## src/rtl/control.sv

```systemverilog
// MIPS control decoder: extracts register addresses and immediates from an
// instruction word and derives ALU/write/jump/branch controls with zero latency.
// The control flags are held inactive while reset is active and for the cycle
// that follows it.

package control_pkg;
    // ALU B-operand select encodings
    localparam logic [1:0] ALU_SRC_REG        = 2'd0;
    localparam logic [1:0] ALU_SRC_SEXT_IMM16 = 2'd1;
    localparam logic [1:0] ALU_SRC_ZEXT_IMM16 = 2'd2;

    // ALU operation encodings
    localparam logic [2:0] OP_ADD = 3'd0;
    localparam logic [2:0] OP_SUB = 3'd1;
    localparam logic [2:0] OP_AND = 3'd2;
    localparam logic [2:0] OP_OR  = 3'd3;
    localparam logic [2:0] OP_NOR = 3'd4;
    localparam logic [2:0] OP_SLT = 3'd5;
    localparam logic [2:0] OP_SLL = 3'd6;
    localparam logic [2:0] OP_SRL = 3'd7;
endpackage

module control
    import control_pkg::*;
(
    input  logic        clk,
    input  logic        reset,
    output logic        reg_write,
    output logic [1:0]  alu_src,
    output logic [2:0]  alu_op,
    output logic [4:0]  addr_a,
    output logic [4:0]  addr_b,
    output logic [4:0]  addr_in,
    output logic [4:0]  shamt,
    output logic [15:0] imm16,
    output logic [25:0] addr26,
    output logic        is_jump,
    output logic        is_branch,
    input  logic [31:0] instruction
);

    logic [5:0] op_s;
    logic [4:0] rs_s;
    logic [4:0] rt_s;
    logic [4:0] rd_s;
    logic [4:0] sh_s;
    logic [5:0] funct_s;

    logic       dec_reg_write_s;
    logic       dec_is_jump_s;
    logic       dec_is_branch_s;
    logic       hold_s;
    logic       in_reset_r;

    assign op_s    = instruction[31:26];
    assign rs_s    = instruction[25:21];
    assign rt_s    = instruction[20:16];
    assign rd_s    = instruction[15:11];
    assign sh_s    = instruction[10:6];
    assign funct_s = instruction[5:0];

    // Raw fields are passed through regardless of opcode
    assign imm16  = instruction[15:0];
    assign addr26 = instruction[25:0];

    // Track whether the previous clock edge saw reset asserted
    always_ff @(posedge clk) begin
        if (reset) begin
            in_reset_r <= 1'b1;
        end else begin
            in_reset_r <= 1'b0;
        end
    end

    // Decode opcode/funct into datapath controls; unknown encodings act as NOP
    always_comb begin
        addr_a          = rs_s;
        addr_b          = rt_s;
        addr_in         = rt_s;
        shamt           = 5'd0;
        alu_src         = ALU_SRC_REG;
        alu_op          = OP_ADD;
        dec_reg_write_s = 1'b0;
        dec_is_jump_s   = 1'b0;
        dec_is_branch_s = 1'b0;
        case (op_s)
            6'h00: begin
                addr_in = rd_s;
                case (funct_s)
                    6'h20: begin alu_op = OP_ADD; dec_reg_write_s = 1'b1; end
                    6'h22: begin alu_op = OP_SUB; dec_reg_write_s = 1'b1; end
                    6'h24: begin alu_op = OP_AND; dec_reg_write_s = 1'b1; end
                    6'h25: begin alu_op = OP_OR;  dec_reg_write_s = 1'b1; end
                    6'h27: begin alu_op = OP_NOR; dec_reg_write_s = 1'b1; end
                    6'h2A: begin alu_op = OP_SLT; dec_reg_write_s = 1'b1; end
                    6'h00: begin
                        alu_op          = OP_SLL;
                        addr_a          = rt_s;
                        shamt           = sh_s;
                        dec_reg_write_s = 1'b1;
                    end
                    6'h02: begin
                        alu_op          = OP_SRL;
                        addr_a          = rt_s;
                        shamt           = sh_s;
                        dec_reg_write_s = 1'b1;
                    end
                    6'h08: begin dec_is_jump_s = 1'b1; end
                    6'h09: begin dec_is_jump_s = 1'b1; dec_reg_write_s = 1'b1; end
                    default: begin dec_reg_write_s = 1'b0; end
                endcase
            end
            6'h08: begin alu_src = ALU_SRC_SEXT_IMM16; dec_reg_write_s = 1'b1; end
            6'h0C: begin
                alu_op          = OP_AND;
                alu_src         = ALU_SRC_ZEXT_IMM16;
                dec_reg_write_s = 1'b1;
            end
            6'h0D: begin
                alu_op          = OP_OR;
                alu_src         = ALU_SRC_ZEXT_IMM16;
                dec_reg_write_s = 1'b1;
            end
            6'h23: begin alu_src = ALU_SRC_SEXT_IMM16; dec_reg_write_s = 1'b1; end
            6'h2B: begin alu_src = ALU_SRC_SEXT_IMM16; end
            6'h04, 6'h05: begin alu_op = OP_SUB; dec_is_branch_s = 1'b1; end
            6'h02: begin dec_is_jump_s = 1'b1; end
            6'h03: begin
                dec_is_jump_s   = 1'b1;
                dec_reg_write_s = 1'b1;
                addr_in         = 5'd31;
            end
            default: begin dec_reg_write_s = 1'b0; end
        endcase
    end

    // Live reset or the trailing reset cycle masks every side-effecting flag
    assign hold_s    = reset | in_reset_r;
    assign reg_write = dec_reg_write_s & ~hold_s;
    assign is_jump   = dec_is_jump_s   & ~hold_s;
    assign is_branch = dec_is_branch_s & ~hold_s;

endmodule

```

## config.mk

```make
export PLATFORM = sky130hd
export DESIGN_NAME = control
export DESIGN_NICKNAME = d
export VERILOG_FILES = /design/src/rtl/control.sv
export SDC_FILE = /design/constraint.sdc
export NUM_CORES = 1
export LEC_CHECK = 0
export CORE_ASPECT_RATIO = 1.75
export CORE_MARGIN = 2
export CORE_UTILIZATION = 25
export DETAILED_ROUTE_END_ITERATION = 16
export PLACE_DENSITY_LB_ADDON = 0.25
export SLEW_MARGIN = 20
export SYNTH_ARGS = -nofsm -noshare
export SYNTH_HDL_FRONTEND = slang
export SYNTH_SLANG_ARGS = --single-unit
export TNS_END_PERCENT = 50
```

## constraint.sdc

```tcl
create_clock -name clk -period 2.7 [get_ports clk]
set_input_delay 0.54 -clock clk [delete_from_list [all_inputs] [get_ports clk]]
set_output_delay 0.54 -clock clk [all_outputs]
set_load 0.02 [all_outputs]
```

== Word level (Yosys, flattened, before mapping) ==
Cells that the tools add are included.

* Register bits: 1
* Bits of input ports: 34
* Word-level logic and storage cells: 48

* Bitwise logic cells: 5
* Reduce and logical (&&, ||, !) cells: 10
* Equality and inequality tests: 18
* Mux-type cells: 14

{| class="wikitable"
|+ Operator list
! cell !! count
|-
| 6-bit == test (second input constant) || 8
|-
| 6-bit by 4-bit == test with 1-bit output (second input constant) || 5
|-
| 3-bit one-hot mux with 7 select lines || 1
|-
| 5-bit 2-to-1 mux || 4
|-
| 6-bit by 2-bit == test with 1-bit output (second input constant) || 3
|-
| 6-bit by 3-bit == test with 1-bit output (second input constant) || 2
|-
| 6-bit zero test || 2
|-
| 3-bit one-hot mux with 4 select lines || 1
|-
| 5-bit one-hot mux with 2 select lines || 1
|-
| 2-bit OR reduction || 5
|-
| 9-bit OR reduction || 1
|-
| 5-bit OR reduction || 1
|-
| 1-bit 2-to-1 mux || 4
|-
| 1-bit one-hot mux with 2 select lines || 2
|-
| 2-bit one-hot mux with 2 select lines || 1
|-
| 1-bit bitwise AND || 3
|-
| 3-bit OR reduction || 1
|-
| 1-bit NOT || 1
|-
| 1-bit OR || 1
|}

== Longest topological paths before layout ==
* Depth after elaboration: 5
* Depth in mapped cells: 5
* Depth with buffers taken out: 4

== Least setup slack after synthesis ==
OpenSTA, ideal clock, no wires.

* Kind: input -> output
* Start point: input port instruction[30]
* End point: output port reg_write
* Data arrival time: 2.392 ns
* Path buffers: 1
* Setup slack: -0.232 ns
* Data required time: 2.160 ns
* Stages on the path: 5
* Cell sequence: or4_1 -> clkbuf_2 -> nand3b_4 -> or3b_1 -> a311oi_1

* Word-level cells in the longest chain between the ends: 4
* Elaborated cells on any way between the ends: 9
* Those cells by class: eq/ne (5); mux (1); bitwise (1); reduce/logical (2)

{| class="wikitable"
|+ Ends and longest elaborated chain
! element !! RTL line !! source
|-
| start: declaration || 39 || <nowiki>input logic [31:0] instruction</nowiki>
|-
| 6-bit by 2-bit == test with 1-bit output, or another cell as far along || 86 || <nowiki>case (op_s)</nowiki>
|-
| 5-bit OR reduction (no source line) || n/a ||
|-
| 1-bit one-hot mux with 2 select lines * || 86 ||
|-
| 1-bit bitwise AND * || 139 || <nowiki>assign reg_write = dec_reg_write_s & ~hold_s;</nowiki>
|-
| end: declaration || 28 || <nowiki>output logic reg_write,</nowiki>
|}

Mark *: on every way between the ends. The rest lies on a longest branch, timed or not.

== Worst setup path in the final report ==
* Start point: input port instruction[29]
* End point: output port reg_write

Same word-level chain as after synthesis.

==> run metrics <==
Yosys warning count 0; total gr overflow 0; global-route wire length before repair approximately 5.7 mm; EDFF count, synth 0; register area share after synthesis around 2.2%; VDD IR-drop max around 110 µV; max_cap viols 0; post-DR vias/cell ~4.6; Die H 83.0 µm; PwrDens between 150 and 200 nW/µm²; # fillers 317; Hold Path Depth 2; largest net degree at the start of global routing 12; ANT cells 0; Min Hold Slack between 1 and 1.5 ns; FP Rows 28; most used cell, CP buf_6; Clk pin slew, worst setup/hold paths 0 ns; highest-count cells in the layout ignoring fill and taps clkdlybuf4s50_1, buf_4, buf_6; die width about 49 µm; initial antenna violation count 0; worst-path fanout max 3; DRT Pass-1 Iters 5; Core Region 3400 µm²; worst setup margin -0.0850 ns; fin cells 263; fmax about 360 MHz; IO Count 104; RSZ-0062 raised after global routing true; total number of vias between 1000 and 1500; RD Place Congestion about 0.73; share of the synthesized area in the top cell type 39.6%; area delta synth->final 121%; final wirelength approximately 3.7 mm; Placed Cells between 200 and 300; Gate Count Post-Synth roughly 130; final cycle utilization of the critical path 103%; main flop type after synthesis dfxtp_1; Final Hold Viols 0; final core utilization 58.1%; Setup Total Neg Slack -0.443 ns; GRT Total Usage ~17%; CP top delay family simple AND/OR/NAND/NOR gates; hold-critical path endpoint reg_write; CP Data Required Time about 2.2 ns; cell-by-cell trace of the critical path buf_6 > or4_4 > nand3b_4 > buf_4 > o31a_1 > a311oi_4 > buf_6; Yosys top cell by area buf_4; WL/cell about 14 µm; WP data arrival between 2 and 2.5 ns; Crit Path Category primary input to output pin; DRC viols 0; post-synth cell types 29; Slew HR 76.1%; post-synthesis cell area roughly 890 µm²; slowest CP cell or4_4; Largest register FFs 1; Initial Util 26.3%; CP Capture Type output pin; vias in the first global route 1178; slowest stage delay, CP 0.53 ns; syn nets between 150 and 200; buffers plus inverters on the worst setup path 3; failing checks setup timing; syn avg cell area 6.92 µm²; nets roughly 250; async set-reset flop share out of synthesis 0%; die area around 4100 µm²; critical path launch point type primary input; share of layout cells above drive strength 1 36.7%; outcome finished, violations left; largest register by flop count in_reset_r; Pins Over Slew Limit 0; antenna-violating nets left 0; #FFs+latches synth 1; Pleak 0.000906 µW; DP HPWL approximately 3.1 mm; Hold Crit Class flop to output pin; crit path time final between 2 and 3 ns; Hold Startpoint in_reset_r$_DFF_P_; setup violators final 6; # port buffers just over 100; total power ~330 µW; commonest non-fill, non-tap cell in the layout clkdlybuf4s50_1; DR iter-0 viols 20; largest cells by area after synthesis buf_4, mux2_2, o22a_1; Largest regs in_reset_r x1; worst-margin pin slew roughly 0.36 ns
[power breakdown]
| group | internal [µW] | switching, µW |
|---|---|---|
| sequential | 15.9 | 1.35 |
| clock | 0 | 0 |
| combinational | 167 | 141 |
| total | 183 | 142 |
[worst max path at each step]
stage,from,end,depth (start not counted)
6_report,instruction[29],reg_write,7
4_1_cts,instruction[29],addr_a[1],8
2_1_floorplan,instruction[30],reg_write,5
5_1_grt,instruction[29],reg_write,7
3_5_place_dp,instruction[30],addr_a[1],8
3_3_place_gp,instruction[30],reg_write,6
[per-layer routing]
layer,wire [µm],track usage [%],up-vias
met5,0,0,-
li1,-,-,579
met3,354,4.50,6
met4,40,2.08,0
met2,2130,34.0,83
met1,1130,15.8,536
[layout make-up]
cell class	count	area, µm²	share of cell area, %
inverters	9	33.8	1.71
multi-input cells	65	527	26.7
flip-flops and latches	1	20.0	1.01
well taps	45	56.3	2.85
repair buffers	143	1340	67.7
[per-stage QoR]
stage               area (µm²)  setup WS [ns]
finish                    1970        -0.0850
global route              1970         -0.133
CTS                       1920         -0.172
detailed placement        1890         -0.897
global placement          1890         -0.918
floorplan                  910        -0.0603
[repair_timing]
action,4_1_cts,5_1_grt
setup endpoints to repair,23,18
pin swaps,2,3
buffers inserted,1,2
hold buffers,0,0
resized for setup,121,16
[cell usage after synthesis (3+ instances only)]
cell type,count
a21oi_1,7
a31oi_1,3
and2_2,5
buf_4,47
clkbuf_1,5
inv_1,9
mux2_2,5
nand2_1,4
nand2b_1,3
nor2_1,6
nor3_1,8
nor4b_1,3
o21ai_0,3
o22a_1,6
[cells by family after synthesis]
logic type / synth area share [%]
buffers and inverters: 46.6
AND/OR/NAND/NOR: 27.4
AO/OA/AOI/OAI: 17.5
multiplexers: 6.31
flip-flops: 2.24
(Power assumes the default switching activity.)
